## config.mk

```make
export PLATFORM = sky130hd
export DESIGN_NAME = sensor_frame_receiver
export DESIGN_NICKNAME = d
export VERILOG_FILES = /design/src/rtl/tracker_link_pkg.sv /design/src/rtl/uart_rx_byte.sv /design/src/rtl/sensor_frame_receiver.sv
export SDC_FILE = /design/constraint.sdc
export NUM_CORES = 1
export LEC_CHECK = 0
export CORE_UTILIZATION = 51
export CTS_CLUSTER_DIAMETER = 150
export CTS_CLUSTER_SIZE = 24
export DETAILED_ROUTE_END_ITERATION = 6
export PLACE_DENSITY = 0.82
export RECOVER_POWER = 100
export SKIP_LAST_GASP = 1
export SLEW_MARGIN = 20
export SYNTH_ARGS = -nofsm -noshare
export SYNTH_HDL_FRONTEND = slang
export SYNTH_HIERARCHICAL = 1
export SYNTH_SLANG_ARGS = --single-unit
```

## constraint.sdc

```tcl
create_clock -name clk_12MHz -period 2.2 [get_ports clk_12MHz]
set_clock_uncertainty 0.1 [all_clocks]
set_input_delay 0.66 -clock clk_12MHz [delete_from_list [all_inputs] [get_ports clk_12MHz]]
set_output_delay 0.66 -clock clk_12MHz [all_outputs]
set_load 0.03 [all_outputs]
```

## src/rtl/tracker_link_pkg.sv

```systemverilog
// rtl/tracker_link_pkg.sv - shared constants and encodings for the tracker serial link
package tracker_link_pkg;

  localparam logic [7:0] FRAME_HEADER  = 8'hA5;
  localparam int         PAYLOAD_BYTES = 13;
  localparam int         SENSOR_ITER_W = 102;

  typedef enum logic [1:0] {
    ERR_NONE     = 2'b00,
    ERR_FRAMING  = 2'b01,
    ERR_CHECKSUM = 2'b10,
    ERR_TIMEOUT  = 2'b11
  } err_code_t;

  typedef enum logic [1:0] {
    F_HUNT,
    F_PAYLOAD,
    F_CHECK,
    F_COMMIT
  } frame_state_t;

  typedef enum logic [2:0] {
    B_IDLE,
    B_START,
    B_DATA,
    B_STOP,
    B_WAIT_HIGH
  } byte_state_t;

endpackage

```

## src/rtl/uart_rx_byte.sv

```systemverilog
// rtl/uart_rx_byte.sv - 8N1 byte receiver with 2-FF input synchroniser
module uart_rx_byte
  import tracker_link_pkg::*;
#(
  parameter int CLKS_PER_BIT = 12
) (
  input  logic       clk,
  input  logic       rst_n,
  input  logic       rx,
  output logic [7:0] byte_data,
  output logic       byte_valid,
  output logic       byte_ferr
);

  localparam int               CNT_W     = $clog2(CLKS_PER_BIT);
  localparam logic [CNT_W-1:0] HALF_LAST = CNT_W'(CLKS_PER_BIT / 2 - 1);
  localparam logic [CNT_W-1:0] BIT_LAST  = CNT_W'(CLKS_PER_BIT - 1);

  byte_state_t      r_state, w_state_nxt;
  logic [1:0]       r_sync;
  logic [CNT_W-1:0] r_cnt, w_cnt_nxt;
  logic [2:0]       r_bit_idx, w_bit_idx_nxt;
  logic [7:0]       r_shift, w_shift_nxt;
  logic [2:0]       r_valid_pipe, r_ferr_pipe;
  logic             w_valid_nxt, w_ferr_nxt;
  logic             w_rx;

  assign w_rx = r_sync[1];

  always_ff @(posedge clk or negedge rst_n) begin
    if (!rst_n) begin
      r_sync       <= 2'b11;
      r_state      <= B_IDLE;
      r_cnt        <= '0;
      r_bit_idx    <= '0;
      r_shift      <= '0;
      r_valid_pipe <= '0;
      r_ferr_pipe  <= '0;
    end else begin
      r_sync       <= {r_sync[0], rx};
      r_state      <= w_state_nxt;
      r_cnt        <= w_cnt_nxt;
      r_bit_idx    <= w_bit_idx_nxt;
      r_shift      <= w_shift_nxt;
      r_valid_pipe <= {r_valid_pipe[1:0], w_valid_nxt};
      r_ferr_pipe  <= {r_ferr_pipe[1:0], w_ferr_nxt};
    end
  end

  // IDLE is only ever entered with the line high, so a low level there is a falling edge
  always_comb begin
    w_state_nxt   = r_state;
    w_cnt_nxt     = r_cnt;
    w_bit_idx_nxt = r_bit_idx;
    w_shift_nxt   = r_shift;
    w_valid_nxt   = 1'b0;
    w_ferr_nxt    = 1'b0;
    case (r_state)
      B_IDLE: begin
        if (!w_rx) begin
          w_state_nxt = B_START;
          w_cnt_nxt   = '0;
        end
      end
      B_START: begin
        if (r_cnt == HALF_LAST) begin
          w_cnt_nxt     = '0;
          w_bit_idx_nxt = '0;
          w_state_nxt   = w_rx ? B_IDLE : B_DATA;
        end else begin
          w_cnt_nxt = r_cnt + 1'b1;
        end
      end
      B_DATA: begin
        if (r_cnt == BIT_LAST) begin
          w_cnt_nxt   = '0;
          w_shift_nxt = {w_rx, r_shift[7:1]};
          if (r_bit_idx == 3'd7) w_state_nxt = B_STOP;
          else                   w_bit_idx_nxt = r_bit_idx + 1'b1;
        end else begin
          w_cnt_nxt = r_cnt + 1'b1;
        end
      end
      B_STOP: begin
        if (r_cnt == BIT_LAST) begin
          w_cnt_nxt = '0;
          if (w_rx) begin
            w_valid_nxt = 1'b1;
            w_state_nxt = B_IDLE;
          end else begin
            w_ferr_nxt  = 1'b1;
            w_state_nxt = B_WAIT_HIGH;
          end
        end else begin
          w_cnt_nxt = r_cnt + 1'b1;
        end
      end
      B_WAIT_HIGH: begin
        if (w_rx) w_state_nxt = B_IDLE;
      end
      default: w_state_nxt = B_IDLE;
    endcase
  end

  assign byte_data  = r_shift;
  assign byte_valid = r_valid_pipe[2];
  assign byte_ferr  = r_ferr_pipe[2];

endmodule

```

## src/rtl/sensor_frame_receiver.sv

```systemverilog
// rtl/sensor_frame_receiver.sv - tracker link receiver: byte UART plus header/payload/checksum parser
module sensor_frame_receiver #(
  parameter int         CLKS_PER_BIT  = 12,
  parameter logic [7:0] FRAME_HEADER  = tracker_link_pkg::FRAME_HEADER,
  parameter int         PAYLOAD_BYTES = tracker_link_pkg::PAYLOAD_BYTES,
  parameter int         TIMEOUT_BITS  = 20
) (
  input  logic                                      clk_12MHz,
  input  logic                                      reset_n,
  input  logic                                      rx,
  output logic [tracker_link_pkg::SENSOR_ITER_W-1:0] sensor_iterations,
  output logic                                      frame_valid,
  output logic                                      frame_error,
  output logic [1:0]                                error_code
);

  localparam int               ITER_W     = tracker_link_pkg::SENSOR_ITER_W;
  localparam int               SHADOW_W   = PAYLOAD_BYTES * 8;
  localparam int               PAD_W      = SHADOW_W - ITER_W;
  localparam int               IDX_W      = $clog2(PAYLOAD_BYTES);
  localparam int               TMO_CYCLES = TIMEOUT_BITS * CLKS_PER_BIT;
  localparam int               TMO_W      = $clog2(TMO_CYCLES + 1);
  localparam logic [IDX_W-1:0] IDX_LAST   = IDX_W'(PAYLOAD_BYTES - 1);
  localparam logic [TMO_W-1:0] TMO_MAX    = TMO_W'(TMO_CYCLES);

  logic [7:0] w_byte_data;
  logic       w_byte_valid, w_byte_ferr;

  uart_rx_byte #(
    .CLKS_PER_BIT(CLKS_PER_BIT)
  ) u_rx (
    .clk       (clk_12MHz),
    .rst_n     (reset_n),
    .rx        (rx),
    .byte_data (w_byte_data),
    .byte_valid(w_byte_valid),
    .byte_ferr (w_byte_ferr)
  );

  tracker_link_pkg::frame_state_t r_fstate, w_fstate_nxt;
  tracker_link_pkg::err_code_t    w_err_code;
  logic [IDX_W-1:0]  r_idx, w_idx_nxt;
  logic [7:0]        r_chk, w_chk_nxt;
  logic [SHADOW_W-1:0] r_shadow, w_shadow_nxt;
  logic [TMO_W-1:0]  r_tmo, w_tmo_nxt;
  logic [ITER_W-1:0] r_sensor, w_sensor_nxt;
  logic              r_frame_valid, w_fv_nxt;
  logic              r_frame_error;
  logic [1:0]        r_error_code, w_ec_nxt;
  logic              w_err;

  always_ff @(posedge clk_12MHz or negedge reset_n) begin
    if (!reset_n) begin
      r_fstate      <= tracker_link_pkg::F_HUNT;
      r_idx         <= '0;
      r_chk         <= '0;
      r_shadow      <= '0;
      r_tmo         <= '0;
      r_sensor      <= '0;
      r_frame_valid <= 1'b0;
      r_frame_error <= 1'b0;
      r_error_code  <= '0;
    end else begin
      r_fstate      <= w_fstate_nxt;
      r_idx         <= w_idx_nxt;
      r_chk         <= w_chk_nxt;
      r_shadow      <= w_shadow_nxt;
      r_tmo         <= w_tmo_nxt;
      r_sensor      <= w_sensor_nxt;
      r_frame_valid <= w_fv_nxt;
      r_frame_error <= w_err;
      r_error_code  <= w_ec_nxt;
    end
  end

  always_comb begin
    w_fstate_nxt = r_fstate;
    w_idx_nxt    = r_idx;
    w_chk_nxt    = r_chk;
    w_shadow_nxt = r_shadow;
    w_tmo_nxt    = r_tmo;
    w_sensor_nxt = r_sensor;
    w_fv_nxt     = 1'b0;
    w_ec_nxt     = r_error_code;
    w_err        = 1'b0;
    w_err_code   = tracker_link_pkg::ERR_NONE;
    case (r_fstate)
      tracker_link_pkg::F_HUNT: begin
        w_tmo_nxt = '0;
        if (w_byte_valid && (w_byte_data == FRAME_HEADER)) begin
          w_fstate_nxt = tracker_link_pkg::F_PAYLOAD;
          w_idx_nxt    = '0;
          w_chk_nxt    = '0;
        end
      end
      tracker_link_pkg::F_PAYLOAD, tracker_link_pkg::F_CHECK: begin
        if (w_byte_ferr) begin
          w_err      = 1'b1;
          w_err_code = tracker_link_pkg::ERR_FRAMING;
        end else if (w_byte_valid) begin
          w_tmo_nxt = '0;
          if (r_fstate == tracker_link_pkg::F_PAYLOAD) begin
            for (int k = 0; k < PAYLOAD_BYTES; k++) begin
              if (r_idx == IDX_W'(k)) w_shadow_nxt[k*8 +: 8] = w_byte_data;
            end
            w_chk_nxt = r_chk ^ w_byte_data;
            if (r_idx == IDX_LAST) w_fstate_nxt = tracker_link_pkg::F_CHECK;
            else                   w_idx_nxt    = r_idx + 1'b1;
          end else if ((w_byte_data == r_chk) && (r_shadow[SHADOW_W-1 -: PAD_W] == '0)) begin
            w_fstate_nxt = tracker_link_pkg::F_COMMIT;
          end else begin
            w_err      = 1'b1;
            w_err_code = tracker_link_pkg::ERR_CHECKSUM;
          end
        end else if (r_tmo == TMO_MAX) begin
          w_err      = 1'b1;
          w_err_code = tracker_link_pkg::ERR_TIMEOUT;
        end else begin
          w_tmo_nxt = r_tmo + 1'b1;
        end
      end
      tracker_link_pkg::F_COMMIT: begin
        w_sensor_nxt = r_shadow[ITER_W-1:0];
        w_fv_nxt     = 1'b1;
        w_tmo_nxt    = '0;
        w_fstate_nxt = tracker_link_pkg::F_HUNT;
      end
      default: w_fstate_nxt = tracker_link_pkg::F_HUNT;
    endcase
    // Any drop abandons the shadow contents; only COMMIT ever touches the output word
    if (w_err) begin
      w_ec_nxt     = w_err_code;
      w_fstate_nxt = tracker_link_pkg::F_HUNT;
    end
  end

  assign sensor_iterations = r_sensor;
  assign frame_valid       = r_frame_valid;
  assign frame_error       = r_frame_error;
  assign error_code        = r_error_code;

endmodule

```

==> results of run 1 <==
==> cell usage in the layout, fill, tap and decap left out, types with 3 or more instances in the layout <==
master / synthesis / routed
nor2_2: 8 / 4
nor2_1: 12 / 15
nor2b_1: 13 / 13
dfrtp_1: 256 / 256
clkbuf_16: 0 / 15
a21o_1: 3 / 3
a21oi_1: 5 / 5
clkbuf_2: 1 / 4
ha_1: 14 / 13
buf_6: 1 / 3
o31ai_1: 3 / 3
and3_1: 4 / 4
or3_1: 3 / 3
nand3_1: 9 / 10
dlygate4sd2_1: 0 / 106
a22o_1: 9 / 9
a31oi_1: 4 / 4
mux2_2: 212 / 212
nor4_1: 3 / 4
o21ai_0: 16 / 16
buf_4: 0 / 23
buf_12: 0 / 4
inv_1: 15 / 15
nand2b_1: 4 / 4
mux2i_1: 6 / 6
nor3b_1: 3 / 3
nand2_1: 48 / 47
nor2_4: 5 / 6
xor2_1: 6 / 6
==> path summary, 6_finish.rpt <==
| kind | depth (start not counted) | to | start | slack, ps |
|---|---|---|---|---|
| worst max-delay path | 9 | r_shadow[15]$_DFFE_PN0P_ | r_fstate[1]$_DFFE_PN0P_ | 70 |
| worst min-delay path | 0 | u_rx/r_ferr_pipe[2]$_DFF_PN0_ | u_rx/r_ferr_pipe[1]$_DFF_PN0_ | 250 |
| worst max register to register | 9 | r_shadow[15]$_DFFE_PN0P_ | r_fstate[1]$_DFFE_PN0P_ | 70 |
| worst min register to register | 0 | u_rx/r_ferr_pipe[2]$_DFF_PN0_ | u_rx/r_ferr_pipe[1]$_DFF_PN0_ | 250 |
| max in group asynchronous | 3 | r_shadow[93]$_DFFE_PN0P_ | reset_n | 320 |
| min in group asynchronous | 2 | r_shadow[80]$_DFFE_PN0P_ | reset_n | 660 |
==> cell usage after synthesis (8+ instances only) <==
master      n
dfrtp_1   256
mux2_2    212
nand2_1    48
clkbuf_1   22
o21ai_0    16
inv_1      15
ha_1       14
nor2b_1    13
nor2_1     12
a22o_1      9
nand3_1     9
nor2_2      8
==> power groups by stage <==
stage | Sequential, mW | Combinational (mW) | Clock (mW)
after global routing | 4.91 | 0.596 | 2.89
after CTS | 4.90 | 0.575 | 2.74
after floorplan | 4.98 | 0.302 | 0
after detailed placement | 4.99 | 0.573 | 0
after global placement | 4.98 | 0.551 | 0
final | 4.90 | 0.532 | 2.66
==> through the flow <==
| step | area (um2) | power, mW | util | hold WS [ps] | setup slack, ps |
|---|---|---|---|---|---|
| finish | 12290 | 8.087 | 0.6233 | 246.6 | 66.58 |
| global route | 12290 | 8.391 | 0.6233 | 253.1 | -0.7063 |
| CTS | 12400 | 8.213 | 0.6287 | 252.9 | 8.214 |
| detailed placement | 12140 | 5.562 | 0.6155 | 236.4 | 47.26 |
| global placement | 12140 | 5.532 | 0.6155 | 235.1 | 133.7 |
| floorplan | 10410 | 5.286 | - | 231.2 | 20.71 |
==> routing by layer <==
metal  vias up  part of all wire  global-route usage
met3        26             0.031             0.02468
met5         -                 0                   0
met2       111              0.48              0.3259
met4         0             0.014             0.04820
li1       2794                 -                   -
met1      3130              0.47              0.2963
==> final cells by class <==
class,count,area (um2)
fill,1508,7428
sequential,258,6459
multi-input combinational,418,3752
timing repair buffer,149,1306
clock buffer,15,375.4
tap,265,331.6
inverter,15,56.30
clock inverter,1,8.758
==> sequential cells by signal, indices dropped and copies added (netlist names), 4 cells and up <==
register and count:
r_shadow 104, sensor_iterations 102, r_chk 8, r_tmo 8
u_rx/byte_data 8, r_idx 4, u_rx/r_cnt 4
==> timing repair <==
item,CTS,global route
setup buffers,0,0
resized for setup,106,6
endpoints found under the setup margin,106,60
hold endpoints to repair,22,0
hold buffers,1,0
==> logic make-up after synthesis <==
| logic type | after synthesis | synth area share |
|---|---|---|
| AOI/OAI and AO/OA | 50 | 0.03341 |
| xor gates and xnor gates | 7 | 0.005888 |
| adders and majority gates | 14 | 0.01682 |
| buffers and inverters | 44 | 0.01694 |
| DFF | 258 | 0.6203 |
| muxes | 219 | 0.2361 |
| and+or+nand+nor | 128 | 0.07054 |
==> impl_results.rst, run 1 <==
.. list-table::
   :header-rows: 1

   * - Metric
     - Value
   * - Worst slew margin
     - 0.4530
   * - H-tree depth reported by CTS
     - 1
   * - Cell type of the slowest stage on the worst timing path
     - dfrtp_1
   * - Ys async rst share
     - 1.000
   * - Pin count of the biggest net entering global routing
     - just over 80
   * - Layout Nets
     - ~870
   * - Final-report hold violation count
     - 0
   * - Number of antenna violations at the first check in global routing
     - 0
   * - CTS tree
     - built
   * - Result of the run
     - completed
   * - Tcrit/Tclk final
     - 0.9697
   * - Portion of synthesized cell area occupied by the leading cell type
     - 0.6152
   * - First drt pass iteration count
     - 6
   * - Area enclosed by the die boundary
     - around 0.021 mm2
   * - Flip-flop and latch count after synthesis
     - approximately 260
   * - Wire length of the first global-routing pass
     - between 30000 and 40000 um
   * - Crit path DAT
     - 2400 ps
   * - All-Layer GR Usage
     - 0.2031
   * - Share of the yosys chip area belonging to registers
     - 0.6203
   * - Most area-consuming cells after synthesis
     - dfrtp_1, mux2_2, nand2_1, ha_1, clkbuf_1
   * - Gpl congestion
     - about 0.84
   * - Cells traversed along the worst timing path
     - inv_1 -> ha_4 -> inv_1 -> nor2_1 -> buf_4 -> nand2_1 -> nor2_2 -> clkbuf_4 -> mux2_2
   * - Relative area change from synthesis to final layout
     - 18.02%
   * - Peak ir drop on the vdd network
     - 0.4777 mV
   * - DP Cell Count
     - around 1100
   * - Type of destination of the critical path
     - flop
   * - Number of maximum-capacitance violations
     - 0
   * - Horizontal die dimension
     - 144.9 um
   * - Number of nets with antenna violations after detailed routing
     - 0
   * - Peak clock frequency supported by timing
     - 468.7 MHz
   * - Share of cells above drive strength 1
     - 0.3306
   * - Cell-internal power
     - 6.221 mW
   * - Clock root buffer master
     - clkbuf_16
   * - Vias in the first global route
     - 6076
   * - Clock Tree Buf Depth
     - 3
   * - Count of placed standard cells in the final layout, fillers left out
     - 1121
   * - Post-synth EDFFs
     - 0
   * - Register share of total power
     - 0.605
   * - Most frequent cell on the critical path
     - inv_1
   * - Clock latency reported for the late side of the worst-skew pair
     - around 480 ps
   * - Critical setup path kind
     - reg -> reg
   * - I/O Buffers
     - roughly 110
   * - Number of synthesis warnings
     - 6
   * - Die outline height
     - ~140 um
   * - Setup-violating endpoint count in the final report
     - 0
   * - Clock slew at reported path FFs
     - ~90 ps
   * - Initial Util
     - 0.5281
   * - Via-per-instance ratio
     - between 5 and 6
   * - Switching part of the total power
     - 0.2308
   * - Wire length after detailed routing
     - 20150 um
   * - Min Clock Period, post-route
     - 2133 ps
   * - Tightest Hold Check Type
     - reg -> reg
   * - Combinational power share
     - 0.066
   * - Average cell area after synthesis
     - between 10 and 15 um2
   * - Number of buffers created by CTS
     - 14
   * - Buffering stage count on the worst path with inverters included
     - 4
   * - Critical path's largest stage delay
     - between 300 and 400 ps
   * - Average detailed-routed wire length per instance
     - approximately 18 um
   * - Sum Neg Setup Slack
     - 0 ps
   * - Distinct cell type count of the synthesized netlist
     - 53
   * - Leakage power total
     - around 6.5 nW
   * - Setup crit start kind
     - flop
   * - Clock group share of total power
     - 0.329
   * - Count of routing violations after the opening detailed-route iteration
     - approximately 410
   * - Total standard cell area after synthesis
     - roughly 0.010 mm2
   * - Number of rows in the core area
     - 51
   * - Worst Tran Pin Value
     - between 800 and 900 ps
   * - Global-route congestion overflow total
     - 0
   * - Dominant synthesized flop cell
     - dfrtp_1
   * - Detailed-placement wirelength estimate
     - 13210 um
   * - Vias after detailed routing
     - slightly above 6000
   * - Remaining design rule violation count
     - 0
   * - Cell class contributing the biggest share of worst-path delay
     - buffers and inverters
   * - Boundary Pins
     - 109
   * - CTS sink count
     - 258
   * - Synth Instances
     - about 700
   * - Core Footprint
     - approximately 0.02 mm2
   * - Switch Pwr
     - roughly 1.9 mW
   * - Number of pins exceeding their max-slew limit in the final report
     - 0
   * - CP Data Required Time
     - ~2500 ps
   * - Top fanout value on the critical path
     - 8
   * - Total power divided by cell area
     - around 660 mW/mm2
   * - Ant. Diodes
     - 0
   * - Post-Synthesis Net Count
     - about 740
   * - Library cell occupying the most area in the post-synthesis netlist
     - dfrtp_1
(Power assumes the default switching activity.)
==> inputs of run 2 (changes only) <==
--- a/config.mk
+++ b/config.mk
@@ -9,6 +9,7 @@
 export CTS_CLUSTER_DIAMETER = 150
 export CTS_CLUSTER_SIZE = 24
 export DETAILED_ROUTE_END_ITERATION = 6
+export HOLD_SLACK_MARGIN = 0.08
 export PLACE_DENSITY = 0.82
 export RECOVER_POWER = 100
 export SKIP_LAST_GASP = 1
==> results of run 2 <==
Same layout as run 1: the final DEF is identical, and so are final timing and power.
